## config.mk

```make
export PLATFORM = sky130hd
export DESIGN_NAME = valu_seq
export DESIGN_NICKNAME = d
export VERILOG_FILES = /design/src/rtl/valu_seq.sv
export SDC_FILE = /design/constraint.sdc
export NUM_CORES = 1
export LEC_CHECK = 0
export ABC_AREA = 1
export BUFFER_PORTS_ARGS = -buffer_cell sky130_fd_sc_hd__buf_2
export CAP_MARGIN = 20
export CORE_AREA = 5 5 414 416
export CTS_BUF_LIST = sky130_fd_sc_hd__clkbuf_8 sky130_fd_sc_hd__clkbuf_16
export DETAILED_ROUTE_END_ITERATION = 6
export DIE_AREA = 0 0 419 421
export PLACE_DENSITY_LB_ADDON = 0.05
export SYNTH_ARGS = -nofsm -noshare
export SYNTH_HDL_FRONTEND = slang
export SYNTH_SLANG_ARGS = --single-unit
```

## constraint.sdc

```tcl
create_clock -name clk -period 2.23 [get_ports clk]
set_clock_uncertainty 0.15 [all_clocks]
set_input_delay 0.223 -clock clk [delete_from_list [all_inputs] [get_ports clk]]
set_output_delay 0.223 -clock clk [all_outputs]
set_load 0.02 [all_outputs]
```

## src/rtl/valu_seq.sv

```systemverilog
// rtl/valu_seq.sv - Vector ALU command sequencer.
// Steps a register group through read/exec/writeback beats around an external combinational vALU.
module valu_seq #(
  parameter int VLEN = 128,
  parameter int NREG = 32
) (
  input  logic                     clk,
  input  logic                     rst_n,
  input  logic                     cmd_valid,
  output logic                     cmd_ready,
  input  logic [2:0]               cmd_op,
  input  logic [2:0]               cmd_sew,
  input  logic [1:0]               cmd_lmul,
  input  logic [$clog2(NREG)-1:0]  cmd_vs1,
  input  logic [$clog2(NREG)-1:0]  cmd_vs2,
  input  logic [$clog2(NREG)-1:0]  cmd_vd,
  input  logic [VLEN-1:0]          cmd_scalar,
  output logic [$clog2(NREG)-1:0]  rf_rd_addr1,
  output logic [$clog2(NREG)-1:0]  rf_rd_addr2,
  input  logic [VLEN-1:0]          rf_rd_data1,
  input  logic [VLEN-1:0]          rf_rd_data2,
  output logic [VLEN-1:0]          alu_in1,
  output logic [VLEN-1:0]          alu_in2,
  output logic [VLEN-1:0]          alu_scalar,
  output logic [2:0]               alu_op,
  output logic [2:0]               alu_sew,
  input  logic [VLEN-1:0]          alu_result,
  output logic                     rf_wr_en,
  output logic [$clog2(NREG)-1:0]  rf_wr_addr,
  output logic [VLEN-1:0]          rf_wr_data,
  output logic                     busy,
  output logic                     done,
  output logic                     err
);

  localparam int AW = $clog2(NREG);

  typedef enum logic [2:0] {
    S_IDLE  = 3'd0,
    S_CHECK = 3'd1,
    S_READ  = 3'd2,
    S_EXEC  = 3'd3,
    S_WB    = 3'd4
  } state_t;

  state_t            r_state;
  state_t            w_next;
  logic [2:0]        r_op;
  logic [2:0]        r_sew;
  logic [1:0]        r_lmul;
  logic [AW-1:0]     r_vs1;
  logic [AW-1:0]     r_vs2;
  logic [AW-1:0]     r_vd;
  logic [VLEN-1:0]   r_scalar;
  logic [VLEN-1:0]   r_result;
  logic [1:0]        r_k;

  logic [1:0]        w_nm1;
  logic              w_illegal;
  logic              w_last;
  logic              w_accept;
  logic [AW-1:0]     w_k;

  // N-1 doubles as the alignment mask for the group base indices.
  always_comb begin
    case (r_lmul)
      2'd0:    w_nm1 = 2'd0;
      2'd1:    w_nm1 = 2'd1;
      default: w_nm1 = 2'd3;
    endcase
  end

  assign w_illegal = (r_op[2:1] == 2'b11) || (r_sew > 3'd4) || (r_lmul == 2'd3) ||
                     (|(r_vs1[1:0] & w_nm1)) || (|(r_vs2[1:0] & w_nm1)) ||
                     (|(r_vd[1:0] & w_nm1));
  assign w_last    = (r_k == w_nm1);
  assign w_k       = AW'(r_k);
  assign w_accept  = (r_state == S_IDLE) && cmd_valid;

  always_ff @(posedge clk or negedge rst_n) begin
    if (!rst_n) begin
      r_state <= S_IDLE;
    end else begin
      r_state <= w_next;
    end
  end

  always_ff @(posedge clk or negedge rst_n) begin
    if (!rst_n) begin
      r_op     <= '0;
      r_sew    <= '0;
      r_lmul   <= '0;
      r_vs1    <= '0;
      r_vs2    <= '0;
      r_vd     <= '0;
      r_scalar <= '0;
      r_result <= '0;
      r_k      <= '0;
    end else begin
      if (w_accept) begin
        r_op     <= cmd_op;
        r_sew    <= cmd_sew;
        r_lmul   <= cmd_lmul;
        r_vs1    <= cmd_vs1;
        r_vs2    <= cmd_vs2;
        r_vd     <= cmd_vd;
        r_scalar <= cmd_scalar;
      end
      if (r_state == S_CHECK) begin
        r_k <= '0;
      end
      if (r_state == S_EXEC) begin
        r_result <= alu_result;
      end
      if ((r_state == S_WB) && !w_last) begin
        r_k <= r_k + 2'd1;
      end
    end
  end

  always_comb begin
    w_next      = r_state;
    cmd_ready   = 1'b0;
    busy        = (r_state != S_IDLE);
    done        = 1'b0;
    err         = 1'b0;
    rf_rd_addr1 = '0;
    rf_rd_addr2 = '0;
    alu_in1     = '0;
    alu_in2     = '0;
    alu_scalar  = '0;
    alu_op      = '0;
    alu_sew     = '0;
    rf_wr_en    = 1'b0;
    rf_wr_addr  = '0;
    rf_wr_data  = '0;

    if (r_state != S_IDLE) begin
      alu_op     = r_op;
      alu_sew    = r_sew;
      alu_scalar = r_scalar;
    end

    case (r_state)
      S_IDLE: begin
        // Gate with rst_n so ready stays low throughout reset.
        cmd_ready = rst_n;
        if (cmd_valid) begin
          w_next = S_CHECK;
        end
      end
      S_CHECK: begin
        if (w_illegal) begin
          err    = 1'b1;
          w_next = S_IDLE;
        end else begin
          w_next = S_READ;
        end
      end
      S_READ: begin
        rf_rd_addr1 = r_vs1 + w_k;
        rf_rd_addr2 = r_vs2 + w_k;
        w_next      = S_EXEC;
      end
      S_EXEC: begin
        alu_in1 = rf_rd_data1;
        alu_in2 = rf_rd_data2;
        w_next  = S_WB;
      end
      S_WB: begin
        rf_wr_en   = 1'b1;
        rf_wr_addr = r_vd + w_k;
        rf_wr_data = r_result;
        if (w_last) begin
          done   = 1'b1;
          w_next = S_IDLE;
        end else begin
          w_next = S_READ;
        end
      end
      default: begin
        w_next = S_IDLE;
      end
    endcase
  end

endmodule

```

==> flow_summary_export.csv <==
group,metric,value,unit
status,outcome,"complete, but fails checks",
status,failed_checks,"setup timing",
routing,drt_iter0_drc,639,
finish,fin_area,37600,sq um
timing,worst_pin_slew,671,ps
finish,drive_gt1_share,52.5,%
timing,period_share,115,%
placement,place_hpwl,92000,um
worst_setup_path,crit_path_cell_trace,"inv_2 > nand3_4 > buf_12 > buf_16 > buf_16 > buf_12 > buf_16 > nor2_4 > buf_6",
worst_setup_path,crit_arrival,2190,ps
worst_setup_path,critical_path.most_common_cell,"buf_16",
timing,hold_viol_final,0,
logic_synthesis,ys.flop_type,"dfrtp_1",
logic_synthesis,yosys.area.top_type,"dfrtp_1",
logic_synthesis,synth_common_cells,"nor2_1 (670), inv_1 (543), dfrtp_1 (284)",
clocking,cts.clk_slew.worst_paths,50,ps
routing,wire_per_inst,21.6,um
finish,syn_to_final_growth,157,%
finish,nNetsFinal,4178,
logic_synthesis,syn_nets,2668,
timing,max_freq,390,MHz
finish,multi_input_area,8740,sq um
logic_synthesis,yosys.area.top_type_share,48.5,%
power_and_ir_drop,combinationalPowerShare,65.3,%
logic_synthesis,async_reset_ff_share,100,%
power_and_ir_drop,p_per_area,1250,nW/um^2
timing,rsz0062_at_grt,"true",
power_and_ir_drop,clkPwrFrac,16.4,%
global_route,antenna_found_initial,97,
clocking,cts_tree,"done",
job,drv_cap,0,
logic_synthesis,ys_types,22,
logic_synthesis,ys.warnings.count,0,
worst_setup_path,cp.required,1860,ps
worst_setup_path,crit_type,"flip-flop to primary output",
finish,n_fill_cell,18600,
clocking,cts.sinks,284,
clocking,cts_buffers,46,
clocking,root_buffer,"clkbuf_16",
routing,postRouteAntennaNets,0,
routing,drc_errors,0,
global_route,grt_usage,13.0,%
global_route,grt_pass1_wl,165000,um
placement,gp_congestion,0.864,
clocking,clock_latency,610,ps
routing,viasPerCell,3.24,
power_and_ir_drop,cellInternalPower,0.0257,W
power_and_ir_drop,switching_share,45.3,%
power_and_ir_drop,finalPower,0.0469,W
worst_setup_path,max_stage_delay,430,ps
routing,drt_first_pass_iters,5,
logic_synthesis,synth-seq-cells,284,
power_and_ir_drop,ir_drop,0.000781,V
global_route,overflow,0,
floorplanning,pin_count,1076,
worst_setup_path,cp_max_fo,8,
timing,period_minus_slack,2570,ps
finish,ff_latch_area,7110,sq um
routing,postRouteWirelength,128000,um
timing,slew_violations,0,
floorplanning,core_area,167000,sq um
floorplanning,die_h,421,um
power_and_ir_drop,p_leak,17.9,nW
floorplanning,start_util,8.78,%
timing,slew_headroom,55.3,%
logic_synthesis,synth_edf_count,0,
clocking,clock_path_buffers,3,
global_route,grt_pass1_vias,20100,
placement,numPortBuffers,1075,
floorplanning,die_w,419,um
power_and_ir_drop,seqPwrFrac,18.3,%
hold_path,hold_class,"input pin to async pin",
placement,place_ws,-193,ps
placement,place_area,23000,sq um
timing,setup-tns-final,-95840,ps
worst_setup_path,cpMaxStageDelayCell,"dfrtp_2",
power_and_ir_drop,p_sw,0.0213,W
logic_synthesis,syn-cell-area,14600,sq um
worst_setup_path,worstSetupEndpointType,"primary output",
clocking,h-tree-depth,2,
floorplanning,die_area,176000,sq um
logic_synthesis,synth_most_common_cell,"nor2_1",
timing,finalWorstSetupSlack,-336,ps
logic_synthesis,synth_seq_area_share,48.5,%
timing,setup_violations,517,
logic_synthesis,synthTopCellsByArea,"dfrtp_1 (49%), nor2_1 (17%), inv_1 (14%), a21oi_1 (5.1%), o21ai_0 (4.7%)",
floorplanning,rows,150,
worst_setup_path,cp-start-kind,"flip-flop",
routing,vias,19100,
logic_synthesis,avgSynthCellArea,6.90,sq um
global_route,grt_max_degree,92,
logic_synthesis,syn_inst,2121,
-- power by group through the flow --
stage / Sequential (W) / Combinational (W) / Clock [W]
after floorplan: 0.00838 / 0.00994 / 0
after global placement: 0.00859 / 0.0178 / 0
after detailed placement: 0.00856 / 0.0175 / 0
after CTS: 0.00854 / 0.0231 / 0.00819
after global routing: 0.00885 / 0.0330 / 0.00832
final: 0.00857 / 0.0307 / 0.00770
-- critical path, delay by kind of cell, from the launching register on --
kind,cells,cell delay (ps)
AND/OR/NAND/NOR,2,180
buffers and inverters,7,950
flip-flops,1,430
-- per-stage QoR --
step           hold slack [ps]  utilization (%)  std cells
6_report                   113             22.5       5904
5_1_grt                   98.6             22.5       5880
4_1_cts                   60.6             19.2       5794
3_5_place_dp             -80.5             13.8       5342
3_3_place_gp             -82.7             13.8       5342
2_1_floorplan             -223                -       2121
-- layer usage --
layer | vias up | track usage, % | share of wire [%]
li1 | 9201 | - | -
met1 | 8998 | 15.6 | 41
met2 | 637 | 21.7 | 48
met3 | 205 | 5.52 | 8.8
met4 | 84 | 2.44 | 2.3
met5 | - | 0 | 0.39
-- state kept, by name, summed over array words and instances, names as in the netlist, 3 cells and up --
signal and flops:
r_vd 5, r_sew 3, r_state 3, r_scalar 128
r_result 128, r_op 3, r_vs1 5, r_vs2 5
-- worst paths after layout --
kind	from	end	slack (ps)	depth (start not counted)
max in group asynchronous	rst_n	r_scalar[29]$_DFFE_PN0P_	910	3
worst min-delay path	rst_n	r_result[112]$_DFFE_PN0N_	110	3
min in group clk	alu_result[124]	r_result[124]$_DFFE_PN0N_	220	4
worst max register to register	r_state[1]$_DFFE_PN0P_	r_vd[3]$_DFFE_PN0P_	-130	11
worst max-delay path	r_state[2]$_DFFE_PN0P_	alu_in1[103]	-340	9
worst min register to register	r_scalar[122]$_DFFE_PN0P_	r_scalar[122]$_DFFE_PN0P_	360	2
-- layout make-up --
class	count	share of cell area (%)
timing repair buffer	1581	40.6
inverter	544	5.49
clock inverter	27	0.725
clock buffer	58	3.50
antenna	32	0.213
tap	2204	7.33
multi-input combinational	1174	23.2
sequential	284	18.9
-- kinds of logic after synthesis --
| kind of cell | count (synthesis) | share of synthesized area [%] |
|---|---|---|
| DFF | 284 | 48.5 |
| and+or+nand+nor | 877 | 22.8 |
| adders and majority gates | 9 | 0.923 |
| xor gates and xnor gates | 1 | 0.0598 |
| buffers and inverters | 663 | 17.9 |
| AOI/OAI and AO/OA | 287 | 9.82 |
-- placed cells by master (no fill, tap or decap), types with 46 or more instances in the layout --
cell / instances
o21ai_0: 131
nor2_2: 46
buf_6: 511
buf_12: 64
nor2_1: 165
nand2_1: 170
a21oi_1: 144
buf_2: 551
buf_4: 88
clkbuf_16: 80
dlygate4sd3_1: 284
dfrtp_1: 280
nor2_4: 460
inv_1: 545
-- repair_timing --
action,in CTS,in global routing
gates resized for setup,916,1407
pin swaps,18,51
buffers inserted,51,55
cloned,31,48
hold buffers,285,0
endpoints found under the hold margin,563,0
endpoints found under the setup margin,537,544
No activity file was read; power rests on OpenSTA's default activity.
